File: src/rtl/alu_issue_decoder_pkg.sv
// Shared ALU op codes, RV32I opcode and funct7 constants for the ALU issue path.
package alu_issue_decoder_pkg;

    typedef enum logic [5:0] {
        ALU_OP_PLUS            = 6'd0,
        ALU_OP_SUB             = 6'd1,
        ALU_OP_SHIFT_LEFT      = 6'd2,
        ALU_OP_SET_LESS_THAN   = 6'd3,
        ALU_OP_SET_LESS_THAN_U = 6'd4,
        ALU_OP_XOR             = 6'd5,
        ALU_OP_SHIFT_RIGHT     = 6'd6,
        ALU_OP_SHIFT_RIGHT_A   = 6'd7,
        ALU_OP_OR              = 6'd8,
        ALU_OP_AND             = 6'd9
    } alu_op_e;

    localparam logic [6:0] OPC_OP     = 7'b0110011;
    localparam logic [6:0] OPC_OP_IMM = 7'b0010011;
    localparam logic [6:0] OPC_LUI    = 7'b0110111;
    localparam logic [6:0] OPC_AUIPC  = 7'b0010111;

    localparam logic [6:0] F7_BASE = 7'b0000000;
    localparam logic [6:0] F7_ALT  = 7'b0100000;

    // alt selects SUB for f3=000 and arithmetic shift for f3=101
    function automatic alu_op_e f3_to_op(input logic [2:0] f3, input logic alt);
        alu_op_e op;
        case (f3)
            3'b000:  op = alt ? ALU_OP_SUB : ALU_OP_PLUS;
            3'b001:  op = ALU_OP_SHIFT_LEFT;
            3'b010:  op = ALU_OP_SET_LESS_THAN;
            3'b011:  op = ALU_OP_SET_LESS_THAN_U;
            3'b100:  op = ALU_OP_XOR;
            3'b101:  op = alt ? ALU_OP_SHIFT_RIGHT_A : ALU_OP_SHIFT_RIGHT;
            3'b110:  op = ALU_OP_OR;
            default: op = ALU_OP_AND;
        endcase
        return op;
    endfunction

endpackage

File: src/rtl/alu_issue_decoder_op_decode.sv
// Pure combinational decode of an RV32I ALU-class instruction into alu_op and operands.
module alu_op_decode
    import alu_issue_decoder_pkg::*;
#(
    parameter int DATA_WIDTH = 32
) (
    input  logic [31:0]           instr,
    input  logic [DATA_WIDTH-1:0] rs1,
    input  logic [DATA_WIDTH-1:0] rs2,
    input  logic [31:0]           pc,
    output logic [5:0]            alu_op,
    output logic [DATA_WIDTH-1:0] a,
    output logic [DATA_WIDTH-1:0] b,
    output logic [4:0]            rd,
    output logic                  illegal
);

    logic [6:0]             opc;
    logic [2:0]             f3;
    logic [6:0]             f7;
    logic signed [11:0]     imm_i;
    logic signed [31:0]     imm_u;
    logic [DATA_WIDTH-1:0]  imm_i_sx;
    logic [DATA_WIDTH-1:0]  imm_u_sx;
    logic [DATA_WIDTH-1:0]  shamt_zx;
    logic [DATA_WIDTH-1:0]  pc_zx;
    alu_op_e                op;
    logic [DATA_WIDTH-1:0]  a_d;
    logic [DATA_WIDTH-1:0]  b_d;
    logic                   legal;

    assign opc      = instr[6:0];
    assign f3       = instr[14:12];
    assign f7       = instr[31:25];
    assign imm_i    = instr[31:20];
    assign imm_u    = {instr[31:12], 12'b0};
    assign imm_i_sx = DATA_WIDTH'(imm_i);
    assign imm_u_sx = DATA_WIDTH'(imm_u);
    assign shamt_zx = DATA_WIDTH'(instr[24:20]);
    assign pc_zx    = DATA_WIDTH'(pc);

    always_comb begin
        op    = ALU_OP_PLUS;
        a_d   = '0;
        b_d   = '0;
        legal = 1'b0;
        case (opc)
            OPC_OP: begin
                a_d   = rs1;
                b_d   = rs2;
                op    = f3_to_op(f3, f7 == F7_ALT);
                legal = (f7 == F7_BASE) ||
                        ((f7 == F7_ALT) && ((f3 == 3'b000) || (f3 == 3'b101)));
            end
            OPC_OP_IMM: begin
                a_d = rs1;
                // ADDI never becomes SUB; only SRAI uses the alternate funct7
                op  = f3_to_op(f3, (f3 == 3'b101) && (f7 == F7_ALT));
                if (f3 == 3'b001) begin
                    b_d   = shamt_zx;
                    legal = (f7 == F7_BASE);
                end else if (f3 == 3'b101) begin
                    b_d   = shamt_zx;
                    legal = (f7 == F7_BASE) || (f7 == F7_ALT);
                end else begin
                    b_d   = imm_i_sx;
                    legal = 1'b1;
                end
            end
            OPC_LUI: begin
                b_d   = imm_u_sx;
                legal = 1'b1;
            end
            OPC_AUIPC: begin
                a_d   = pc_zx;
                b_d   = imm_u_sx;
                legal = 1'b1;
            end
            default: ;
        endcase
    end

    // Illegal entries are normalised so the consumer sees a harmless PLUS 0,0 -> x0
    assign illegal = !legal;
    assign alu_op  = legal ? op : ALU_OP_PLUS;
    assign a       = legal ? a_d : '0;
    assign b       = legal ? b_d : '0;
    assign rd      = legal ? instr[11:7] : 5'd0;

endmodule

File: src/rtl/alu_issue_decoder.sv
// ALU issue stage: decode + registered output stage driving the ALU (E/alu_op/A/B).
// Optional 2-entry skid buffer enabled by defining ALU_ISSUE_SKID_EN.
module alu_issue_decoder
    import alu_issue_decoder_pkg::*;
#(
    parameter int DATA_WIDTH = 32
) (
    input  logic                  clk,
    input  logic                  rst_n,
    input  logic                  in_valid,
    output logic                  in_ready,
    input  logic [31:0]           in_instr,
    input  logic [DATA_WIDTH-1:0] in_rs1,
    input  logic [DATA_WIDTH-1:0] in_rs2,
    input  logic [31:0]           in_pc,
    output logic                  out_valid,
    input  logic                  out_ready,
    output logic [5:0]            out_alu_op,
    output logic [DATA_WIDTH-1:0] out_a,
    output logic [DATA_WIDTH-1:0] out_b,
    output logic [4:0]            out_rd,
    output logic                  out_illegal
);

    localparam int ENT_W = 6 + 2 * DATA_WIDTH + 5 + 1;

    logic [5:0]            dec_op;
    logic [DATA_WIDTH-1:0] dec_a;
    logic [DATA_WIDTH-1:0] dec_b;
    logic [4:0]            dec_rd;
    logic                  dec_ill;

    logic [ENT_W-1:0] ent_p0;
    logic [ENT_W-1:0] ent_p1;
    logic             vld_p1;
    logic             in_fire;
    logic             out_fire;

    alu_op_decode #(.DATA_WIDTH(DATA_WIDTH)) u_dec (
        .instr   (in_instr),
        .rs1     (in_rs1),
        .rs2     (in_rs2),
        .pc      (in_pc),
        .alu_op  (dec_op),
        .a       (dec_a),
        .b       (dec_b),
        .rd      (dec_rd),
        .illegal (dec_ill)
    );

    // ---- stage p0: decoded entry ----
    assign ent_p0   = {dec_op, dec_a, dec_b, dec_rd, dec_ill};
    assign out_fire = vld_p1 & out_ready;

`ifdef ALU_ISSUE_SKID_EN
    logic [ENT_W-1:0] ent_sk;
    logic             vld_sk;
    logic             in_rdy_q;

    assign in_ready = in_rdy_q;
    assign in_fire  = in_valid & in_rdy_q;

    // ---- stage p1: output register with skid entry behind it ----
    // in_rdy_q mirrors !vld_sk, so the skid entry is never overwritten.
    always_ff @(posedge clk or negedge rst_n) begin
        if (!rst_n) begin
            vld_p1   <= 1'b0;
            ent_p1   <= '0;
            vld_sk   <= 1'b0;
            ent_sk   <= '0;
            in_rdy_q <= 1'b1;
        end else if (!vld_p1 || out_fire) begin
            if (vld_sk) begin
                vld_p1 <= 1'b1;
                ent_p1 <= ent_sk;
            end else if (in_fire) begin
                vld_p1 <= 1'b1;
                ent_p1 <= ent_p0;
            end else begin
                vld_p1 <= 1'b0;
            end
            vld_sk   <= 1'b0;
            in_rdy_q <= 1'b1;
        end else if (in_fire) begin
            vld_sk   <= 1'b1;
            ent_sk   <= ent_p0;
            in_rdy_q <= 1'b0;
        end
    end
`else
    assign in_ready = !vld_p1 | out_ready;
    assign in_fire  = in_valid & in_ready;

    // ---- stage p1: single output register, replaced in the cycle it drains ----
    always_ff @(posedge clk or negedge rst_n) begin
        if (!rst_n) begin
            vld_p1 <= 1'b0;
            ent_p1 <= '0;
        end else if (in_fire) begin
            vld_p1 <= 1'b1;
            ent_p1 <= ent_p0;
        end else if (out_fire) begin
            vld_p1 <= 1'b0;
        end
    end
`endif

    assign out_valid = vld_p1;
    assign {out_alu_op, out_a, out_b, out_rd, out_illegal} = ent_p1;

endmodule
File: config.mk
export PLATFORM = sky130hd
export DESIGN_NAME = alu_issue_decoder
export DESIGN_NICKNAME = d
export VERILOG_FILES = /design/src/rtl/alu_issue_decoder_pkg.sv /design/src/rtl/alu_issue_decoder_op_decode.sv /design/src/rtl/alu_issue_decoder.sv
export SDC_FILE = /design/constraint.sdc
export NUM_CORES = 1
export LEC_CHECK = 0
export ABC_AREA = 1
export BUFFER_PORTS_ARGS = -buffer_cell sky130_fd_sc_hd__buf_2
export CAP_MARGIN = 20
export CORE_UTILIZATION = 50
export DETAILED_ROUTE_END_ITERATION = 7
export GPL_TIMING_DRIVEN = 1
export PLACE_DENSITY_LB_ADDON = 0.05
export SLEW_MARGIN = 5
export SYNTH_ARGS = -nofsm -noshare
export SYNTH_HDL_FRONTEND = slang
export SYNTH_SLANG_ARGS = --single-unit
File: constraint.sdc
create_clock -name clk -period 3.3 [get_ports clk]
set_clock_uncertainty 0.2 [all_clocks]
set_input_delay 0.495 -clock clk [delete_from_list [all_inputs] [get_ports clk]]
set_output_delay 0.495 -clock clk [all_outputs]
set_load 0.03 [all_outputs]
==> results of run 1 <==
-- layer usage --
metal / GRT usage, % / routed length [um] / vias up
met5: 0 / 0 / -
met4: 9.49 / 202 / 0
met3: 6.08 / 778 / 16
met2: 44.5 / 5440 / 168
met1: 36.3 / 4950 / 2023
li1: - / - / 2222
-- worst reg2reg max path, stage by stage (launching register included) --
cell and delay, ns:
dfrtp_1 0.38, nand2_1 0.12, nand2_2 0.24, inv_2 0.42
nand2_1 0.50, o21ai_0 0.33, nor2_1 0.08
-- layout make-up --
type | count | area [um2]
clock inverters | 7 | 116
well taps | 102 | 128
flip-flops and latches | 75 | 1880
repair buffers | 218 | 1120
inverters | 20 | 75.1
clock buffers | 9 | 124
fillers | 672 | 2400
diodes | 1 | 2.50
multi-input cells | 458 | 2000
-- flip-flops by register name, indices dropped and copies added (netlist names) --
register   flops
out_valid      1
ent_p1        74
-- power breakdown --
group	internal, W	switching [W]	leakage, nW	total (W)
registers	0.000949	0.0000171	1.02	0.000966
clock network	0.000501	0.000349	0.119	0.000850
logic	0.000133	0.000228	2.28	0.000361
-- per-stage QoR --
step | hold WS (ns) | worst slack, ns
floorplan | -0.000591 | 1.33
global placement | 0.258 | 0.771
detailed placement | 0.260 | 0.697
CTS | 0.121 | 0.946
global route | 0.157 | 0.697
finish | 0.0625 | 0.933
-- worst min path at each step --
stage / from / end / cells after the start
floorplan: rst_n / ent_p1[0]$_DFFE_PN0P_ / 0
global placement: ent_p1[54]$_DFFE_PN0P_ / ent_p1[54]$_DFFE_PN0P_ / 2
detailed placement: ent_p1[46]$_DFFE_PN0P_ / ent_p1[46]$_DFFE_PN0P_ / 2
CTS: rst_n / ent_p1[1]$_DFFE_PN0P_ / 1
global route: rst_n / ent_p1[1]$_DFFE_PN0P_ / 1
finish: rst_n / ent_p1[1]$_DFFE_PN0P_ / 1
-- cell usage in the layout (no fill, tap or decap), drive strengths merged, types with 2 or more instances in the layout --
| master | count |
|---|---|
| buf | 218 |
| bufinv | 3 |
| clkbuf | 9 |
| clkinv | 3 |
| conb | 2 |
| dfrtp | 75 |
| inv | 20 |
| mux2i | 11 |
| nand2 | 277 |
| nand3 | 54 |
| nand4 | 8 |
| nor2 | 56 |
| nor3 | 2 |
| o21ai | 26 |
| or2 | 20 |
-- cell families after synthesis --
family / after synthesis
simple gates: 417
buf+inv: 55
flops: 75
compound gates: 28
other cells: 1
mux: 11
==> reports/summary.md, run 1 <==
The worst relative slew slack is 38.0%. The count of pins over their slew limit is 0. The number of placed instances, taps included, is 873. The maximum fanout count along the critical path was 30; the number of port buffers was 207. Once the floorplan was initialized, standard cells occupied 52.4% of the core. The horizontal die dimension is 92.7 um. The post-route standard cell area excluding fillers is 5450 um2, and the area fraction in and, or, nand and nor cells after synthesis is 42.3%. The count of non-filler cells in the finished layout was 890. The synthesized netlist devotes 3.44% of its cell area to compound gates. The number of buffers on the longest clock path came out at 2.

The cell accounting for the most synthesized area is dfrtp_1. The run gives 0 as the hold buffer count at cts. For the total of max-cap violations, the log shows 0. After synthesis, the most frequently instantiated cells are 275 x nand2_1, 75 x dfrtp_1, 53 x nand3_1, 53 x nor2_1, 25 x o21ai_0. Across all register-to-register paths, the minimum setup slack is 0.93 ns.

The cell at the root of the clock tree was clkbuf_8. Of the post-synthesis cell area, the part taken by muxes is 2.68%. Critical path depth: 6. The run gives 4,091 as the via count of the first global-routing pass. Across every metal layer, demand over resource in global routing totals 27.4%.

The worst setup path is launched from a flop. The first detailed-routing pass took 4 iterations. For the cell area after synthesis, the log shows 4110 um2. The actual transition at the worst max-transition pin was 0.930 ns.

The run finished with clean final reports. Synthesis instantiated 22 different standard cells from the library. Averaged over all synthesized cells, the footprint is 7.00 um2. The via count of the routed design was 4,429. Global-route wire length before repair: 18,600 um.

The tools report the worst vdd rail ir drop as 0.000200 V. Yosys attributes the largest share of cell area to dfrtp_1 46%, nand2_1 25%, nand3_1 6.5%, nor2_1 4.8%, o21ai_0 3.0%. TritonCTS built the clock tree.

The area share of the leading cell type in the synthesized netlist was 45.7%; the cell area after placement was 5200 um2. The utilization of the core after routing is 69.4%, and the xor and xnor fraction of the mapped netlist area is 0%. The critical path goes through nand2_1 > nand2_2 > inv_2 > nand2_1 > o21ai_0 > nor2_1. The adder-cell share of the synthesized area was 0%. Synthesis produced 587 cells. After the first detailed-routing iteration, the DRC count stood at 223. The most critical setup path has its endpoint at ent_p1[36]$_DFFE_PN0P_. The net count of the finished layout is 914. The worst setup path is of the reg2reg kind. Setup repair after global routing left no endpoint under its margin.

After detailed routing, the total wire length is 11,400 um. Top cell family by delay on the critical path: simple AND/OR/NAND/NOR gates. The number of post-CTS setup repair buffers was 0; the clock period minus worst slack was 2.37 ns. Tracing the worst setup path back leads to its startpoint at out_valid$_DFFE_PN0P_. The data required time of the worst path came out at 3.33 ns.

For the portion of the post-synthesis area used by sequential elements, the log shows 45.7%. Gates resized during post-CTS repair numbered 0. The most numerous cell type found on the critical path is nand2_1. The tools report the initial antenna violation count as 0. The library cell with the highest instance count after synthesis was nand2_1.

In the synthesized netlist the dominant register cell turns out to be dfrtp_1. Clock-pin slew was measured on the worst setup and hold paths at 0.08 ns. Compared with the post-synthesis result, the final layout area differs by 32.6%. The total of endpoints with negative setup slack in the final report is 0, and the pin count of the biggest net entering global routing is 76. The routed wire length per instance is 12.8 um.

Summing internal, switching and leakage power gives 0.00218 W. In this run the power density over the cells is 400 nW/um2. The core region is 7850 um2.

The number of clock buffers added by TritonCTS is 9. Ratio of routed vias to standard cells: 4.98. For the die footprint, the log shows 8580 um2. The share of flip-flops with an asynchronous set or reset after synthesis is 100%.

After synthesis, the largest family of logic cells by area is simple AND/OR/NAND/NOR gates. STA classifies the critical path endpoint as a flop. The detail route stage leaves a number of antenna-violating nets equal to 0. Based on the critical path, the design can be clocked at up to 423 MHz.

Top-level I/O count: 210. The tightest min-delay check is of the in2async type. Routability-driven placement finished with a final weighted congestion of 0.921. After detailed routing, the number of remaining DRC violations is 0.

Summed over all nets, the half-perimeter wirelength after detailed placement is 8430 um. Deepest level of the CTS H-tree: 3. The critical path's largest stage delay was 0.49 ns. At the later pin of the worst-skew pair, clock insertion delay measures 0.34 ns. The synthesized design contains 0 enable-type register cells.

The clock sink count was 75; the static leakage was 3.42 nW. The largest individual stage delay along the critical path comes from the cell nand2_1. The die height came out at 92.7 um.

The synthesis warning total was 0. The worst register-to-register path has a depth of 6. In the final timing run, aggregate negative setup slack is 0 ns. The synthesized flop and latch total is 75. The number of buffers and inverters on the critical path works out to 1. The hold violation count in the final report was 0. At the worst endpoint, the arrival time is 2.39 ns. The portion of the clock cycle consumed by the worst path in the final layout came out at 71.7%. The tools report the worst reg2reg path endpoint as ent_p1[36]$_DFFE_PN0P_. The tools report the cell row count as 32.

The post-route netlist has 33.5% of its cells at a drive strength greater than 1. The global-route congestion overflow total was 0. In this run the critical register-to-register path is launched from out_valid$_DFFE_PN0P_.
(Power assumes the default switching activity.)
==> inputs of run 2 (changes only) <==
Settings changed: CORE_UTILIZATION 50 to 42.
Clock period 3.3 ns to 2 ns, I/O delays scaled along.
==> run 2 against run 1 <==
  * Maximum frequency is 29% higher
  * Sequential power is 65% higher
  * Setup slack worse by 0.76 ns
  * Critical path type unchanged
==> reports/summary.md, run 2 (same netlist as run 1, synthesis figures left out) <==
The run finished with clean final reports. The number of post-CTS setup repair buffers is 0 (unchanged). The minimum setup slack among reg-to-reg paths came out at 0.17 ns (-0.76 ns). The total CTS buffers was 9 (unchanged).

The HPWL reported at the end of detailed placement was 9080 um (+7.7%). Power per cell area: 617 nW/um2 (+54%). The effective utilization at floorplan came out at 43.8% (-8.5 points). The number of port buffers was 207 (unchanged); the sequential cell area was 1880 um2 (unchanged). The number of buffers on the longest clock path is 2 (unchanged). The cell row count was 35 (+9.4%); the clock period minus worst slack was 1.83 ns (-0.537 ns). The global-route usage over all layers was 24.2% (-3.3 points); the horizontal die dimension was 101 um (+8.9%).

The flip-flop count of the largest register, all copies and words added is 74 (unchanged), and the global-route wire length before repair is 19,300 um (+3.9%). The logs give 0 (unchanged) for the number of design rule violations left after detail routing and 3 (unchanged) for the deepest level of the CTS H-tree. The critical path class is reg2reg. The tools report the source of the worst register-to-register timing path as out_valid$_DFFE_PN0P_. The tools report the via count of the first global-routing pass as 4,105 (+0.34%).

The antenna diode count was 0 (-1); the ratio of routed vias to standard cells was 4.76 (-4.4%). The total of endpoints with negative setup slack in the final report was 0 (unchanged). The worst hold-check path type was in2reg.

The relative area change from synthesis to final layout was 39.6%; the data required time of the worst path was 2.02 ns (-1.31 ns). The run gives 0.908 (-1.3%) as the final weighted congestion in routability-driven placement. The maximum fanout count along the critical path is 18 (-40%), and the number of fill cells in the layout is 947 (+41%). The category of the worst setup path launch point was a flop. The number of nets in the finished design was 941 (+3.0%). For the smallest hold slack, the log shows 0.0509 ns (-0.0116 ns). The fraction of final layout cells with drive strength greater than 1 came out at 35.4% (+1.8 points). The run gives 10,200 um2 (+19%) as the die footprint. The total wirelength of the detailed-routed design was 12,000 um (+5.1%); the hold violation count in the final report was 0 (unchanged). The depth of the worst register-to-register path came out at 5 (-1). The timing-limited maximum frequency is 547 MHz (+29%). The portion of the clock cycle consumed by the worst path in the final layout was 91.5% (+20 points). For the initial antenna violation count, the log shows 0 (unchanged). Leaving out fill and tap cells, the most frequent cell in the layout is nand2_1.

The worst setup path is captured at a flop. Die height: 101 um (+8.9%). The total area of multi-input combinational cells is 2000 um2 (unchanged). The worst reg2reg path endpoint is ent_p1[18]$_DFFE_PN0P_. Clock sink count: 75 (unchanged). The number of gates resized after cts was 0 (unchanged); the placeable core region was 9370 um2 (+19%). Count of antenna-violating nets left after detailed routing: 0 (unchanged).

The tools report the worst relative slew slack as 54.3% (+16 points). The routed wire length per instance is 12.7 um (-0.78%). Via count of the routed design: 4,485 (+1.3%). Static leakage: 3.57 nW (+4.2%).

In this run the worst setup path begins at out_valid$_DFFE_PN0P_. The worst-skew pair later-pin latency came out at 0.33 ns (about the same). Setup repair after global routing left no endpoint under its margin. The logs give 0.000329 V (+65%) for the worst vdd rail ir drop and 5 (+1) for the first-pass detailed-route iteration total. The actual transition at the worst max-transition pin was 0.684 ns (-0.246 ns); the global-route congestion overflow total was 0 (unchanged). The hold buffer count at cts is 1 (+1). The root buffer cell chosen for the clock tree is clkbuf_8. The top-level I/O count is 210 (unchanged), and the pin count of the biggest net entering global routing is 54 (-29%).

The tools report the arrival time reported for the critical path endpoint as 1.85 ns (-0.54 ns). More flip-flops sit in one register than any other, and that register is ent_p1. Count of pins over their slew limit: 0 (unchanged). Clock input transition at the sequential cells of the worst setup and hold paths: 0.08 ns (about the same). The most critical setup path has its endpoint at ent_p1[18]$_DFFE_PN0P_. The initial DRC count was 132 (-41%); the sum of internal, switching and leakage power was 0.00354 W (+63%). The total of max-cap violations was 0 (unchanged). TritonCTS built the clock tree. In the layout the commonest cells are 275 x nand2_1, 206 x buf_2, 75 x dfrtp_1.
## run 2: cell types whose count changed in the layout (fill, tap and decap cells not counted), sizes merged
cell | before | now
dlygate4sd3 | 0 | 1
clkinv | 3 | 2
diode | 1 | 0
clkinvlp | 1 | 0
clkbuf | 9 | 12
bufinv | 3 | 2
buf | 218 | 244
## run 2: metal layers
metal  track usage, %  vias up  share of wire [%]
met5                0        -                  0
met4             6.80        0                1.2
met3             4.65       11                5.9
met2             41.0      138                 49
met1             31.4     2065                 44
li1                 -     2271                  -
## run 2: how the worst min path moves through the flow
stage	startpoint	end	cells after the start
after floorplan	rst_n	ent_p1[0]$_DFFE_PN0P_	0
after global placement	rst_n	ent_p1[21]$_DFFE_PN0P_	1
final	in_rs1[17]	ent_p1[55]$_DFFE_PN0P_	5
after CTS	in_rs1[17]	ent_p1[55]$_DFFE_PN0P_	5
after global routing	in_rs1[20]	ent_p1[58]$_DFFE_PN0P_	5
after detailed placement	rst_n	ent_p1[21]$_DFFE_PN0P_	1
## run 2: cell type report
cell class	count	share of cell area, %
multi-input cells	458	34.9
flip-flops and latches	75	32.7
repair buffers	245	24.4
well taps	129	2.81
clock buffers	12	2.53
inverters	20	1.31
clock inverters	4	1.29
## run 2: power breakdown
group	switching [W]	internal, W
Clock	0.000556	0.000739
Combinational	0.000389	0.000264
Sequential	0.0000245	0.00157
## run 2: worst max-delay path, cell delays in order, from the launching register on
cell and delay [ns]:
dfrtp_1 0.38, nand2_1 0.12, nand2_2 0.14, nor2_2 0.58, buf_12 0.24, nor2_1 0.05
## run 2: through the flow
step | std cells | util [%] | setup TNS (ns) | worst slack (ns) | instance area, um2
3_5_place_dp | 926 | 58.8 | -1.04 | -0.0625 | 5510
4_1_cts | 943 | 61.2 | 0 | 0.151 | 5740
6_report | 943 | 61.2 | 0 | 0.171 | 5740
5_1_grt | 943 | 61.2 | 0 | 0.0463 | 5740
3_3_place_gp | 926 | 58.8 | -0.00335 | -0.00113 | 5510
2_1_floorplan | 588 | - | 0 | 0.0313 | 4110
==> inputs of run 3 (changes only) <==
Settings changed: CORE_MARGIN set to 1, SETUP_SLACK_MARGIN set to 0.2.
==> run 3 against run 2 <==
  * Utilization fell by 1.3 points
  * Count of clock-buffer cells in the layout is 2 lower
  * Global-route usage shrank 0.51 points
  * Largest power group unchanged
  * Routed wire length decreased by 2.1%
  * Die area unchanged
  * Largest cell class unchanged
==> reports/summary.md, run 3 (same netlist as run 1, synthesis figures left out) <==
The run gives 1880 um2 (about the same) as the sequential cell area. The global-route wire length before repair was 18,800 um (-2.5%). The worst register-to-register path begins at out_valid$_DFFE_PN0P_.

The data required time of the worst path was 2.03 ns (about the same). The clock period minus worst slack was 1.68 ns (-0.152 ns). The timing-limited maximum frequency came out at 596 MHz (+9.0%). The top cell types in the final layout, fill and taps aside, are 274 x nand2_1, 206 x buf_2, 74 x dfrtp_1. The power per cell area came out at 638 nW/um2 (+3.5%). The portion of the clock cycle consumed by the worst path in the final layout is 83.9% (-7.6 points), and the effective utilization at floorplan is 43.8% (unchanged). The die height was 101 um (unchanged). The tools report the global-route congestion overflow total as 0 (unchanged). The total CTS buffers is 9 (unchanged), and the top-level I/O count is 210 (unchanged). The tools report the number of placed cells counting well taps as 909 (-1.8%). The number of fill cells in the layout is 952 (+0.53%), and the number of nets in the finished design is 924 (-1.8%). The logs give 4,031 (-1.8%) for the via count of the first global-routing pass and 0 ns (unchanged) for the final total negative setup slack.

The run gives 0 (unchanged) as the antenna diode count. The endpoint identified for the worst register-to-register timing path is ent_p1[25]$_DFFE_PN0P_. The die footprint was 10,200 um2 (unchanged); the cell row count was 35 (unchanged).

CTS placed an instance of clkbuf_8 at the clock tree root. Flip-flop count of the largest register, all copies and words added: 74 (unchanged). The min-delay analysis places its worst path in the category in2reg. The worst hold path cell count came out at 4 (-1).

For the count of pins over their slew limit, the log shows 0 (unchanged). For the deepest level of the CTS H-tree, the log shows 3 (unchanged). The worst setup path is launched from a flop.

The critical path in this run is classified as reg2reg. Number of buffers on the longest clock path: 2 (unchanged). For hold timing, the worst endpoint is out_valid$_DFFE_PN0P_.

The depth of the worst register-to-register path was 7 (+2). The hold path startpoint was out_ready. The final weighted congestion in routability-driven placement came out at 0.892 (-1.8%).

The run gives 3.49 nW (-2.2%) as the static leakage. The relative area change from synthesis to final layout was 36.7%. TritonCTS built the clock tree. The run gives 11,700 um (-2.1%) as the total wirelength of the detailed-routed design.

The global-route usage over all layers was 23.6% (-0.51 points); the routed wire length per instance was 12.7 um (-0.16%). The number of post-CTS setup repair buffers is 0 (unchanged). The flow ran to the end, and the final reports show no timing, DRC or antenna violations.

Total of endpoints with negative setup slack in the final report: 0 (unchanged). Setup repair after global routing could not meet its margin everywhere. The pin count of the biggest net entering global routing was 45 (-17%); the hold violation count in the final report was 0 (unchanged). The worst vdd rail ir drop was 0.000300 V (-8.8%).

The total of max-cap violations is 0 (unchanged). The maximum fanout count along the critical path works out to 15 (-3). The logs give 0 (unchanged) for the number of design rule violations left after detail routing and 925 (-1.9%) for the count of non-filler cells in the finished layout. The arrival time reported for the critical path endpoint was 1.71 ns (-0.14 ns); the initial antenna violation count was 0 (unchanged).

Largest register by flop count: ent_p1. The horizontal die dimension was 101 um (unchanged). The first-pass detailed-route iteration total came out at 4 (-1).

The minimum setup slack among reg-to-reg paths was 0.32 ns (+0.15 ns). The run gives 2010 um2 (+0.12%) as the total area of multi-input combinational cells. The clock sink count is 75 (unchanged).

The number of port buffers is 207 (unchanged). The library cell used most frequently in the layout, excluding fill and tap cells, is nand2_1. Fraction of final layout cells with drive strength greater than 1: 34.3% (-1.1 points). The via count of the routed design is 4,370 (-2.6%). HPWL reported at the end of detailed placement: 8810 um (-3.0%). The initial DRC count came out at 182 (+38%). The ratio of routed vias to standard cells is 4.72 (-0.67%).

The placeable core region is 9370 um2 (unchanged), and the clock input transition at the sequential cells of the worst setup and hold paths is 0.08 ns (about the same). The worst setup path is captured at a flop. The count of antenna-violating nets left after detailed routing was 0 (unchanged); the worst-skew pair later-pin latency was 0.34 ns (about the same).
[run 3: worst max-delay path, stage by stage, from the launching register on]
cell	delay, ns
dfrtp_2	0.42
nand2_2	0.10
nand2_2	0.12
inv_2	0.16
nand2_1	0.09
buf_4	0.19
o21ai_0	0.20
nor2_1	0.07
[run 3: what timing repair did]
action / in CTS / in global routing
gates resized for setup: 0 / 1
endpoints found under the hold margin: 31 / 0
hold buffers: 1 / 0
setup endpoints to repair: 0 / 29
[run 3: how the worst max path moves through the flow]
| stage | from | endpoint |
|---|---|---|
| 2_1_floorplan | out_valid$_DFFE_PN0P_ | ent_p1[26]$_DFFE_PN0P_ |
| 3_3_place_gp | in_instr[13] | ent_p1[14]$_DFFE_PN0P_ |
| 3_5_place_dp | in_instr[13] | ent_p1[9]$_DFFE_PN0P_ |
| 4_1_cts | out_valid$_DFFE_PN0P_ | ent_p1[39]$_DFFE_PN0P_ |
| 5_1_grt | out_valid$_DFFE_PN0P_ | ent_p1[25]$_DFFE_PN0P_ |
| 6_report | out_valid$_DFFE_PN0P_ | ent_p1[25]$_DFFE_PN0P_ |
[run 3: area by class of cell]
type / instances / share of cell area (%)
Clock buffer: 10 / 2.27
Timing Repair Buffer: 228 / 22.5
Inverter: 20 / 1.34
Multi-Input combinational cell: 458 / 35.7
Sequential cell: 75 / 33.4
Clock inverter: 5 / 1.85
Tap cell: 129 / 2.87
[run 3: metal layers]
metal | part of all wire (%) | global-route usage, % | vias up | wire (um)
met5 | 0 | 0 | - | 0
met4 | 2.0 | 8.70 | 0 | 231
met3 | 5.9 | 5.34 | 18 | 687
met2 | 47 | 38.1 | 134 | 5540
met1 | 45 | 31.2 | 1987 | 5250
li1 | - | - | 2231 | -
[run 3: where the power goes]
| part | switching, W | total [W] | internal, W |
|---|---|---|---|
| clock | 0.000549 | 0.00137 | 0.000823 |
| sequential | 0.0000242 | 0.00159 | 0.00157 |
| combinational | 0.000381 | 0.000623 | 0.000242 |
[run 3: stage by stage]
stage | total power [W] | setup WS, ns | cell area (um2) | hold slack [ns] | util, %
3_5_place_dp | 0.00224 | 0.162 | 5370 | 0.0659 | 57.3
6_report | 0.00359 | 0.322 | 5620 | 0.0330 | 59.9
4_1_cts | 0.00362 | 0.248 | 5610 | 0.0189 | 59.9
3_3_place_gp | 0.00223 | 0.205 | 5370 | 0.0641 | 57.3
2_1_floorplan | 0.00195 | 0.251 | 4120 | -0.196 | -
5_1_grt | 0.00377 | 0.194 | 5620 | 0.0531 | 59.9
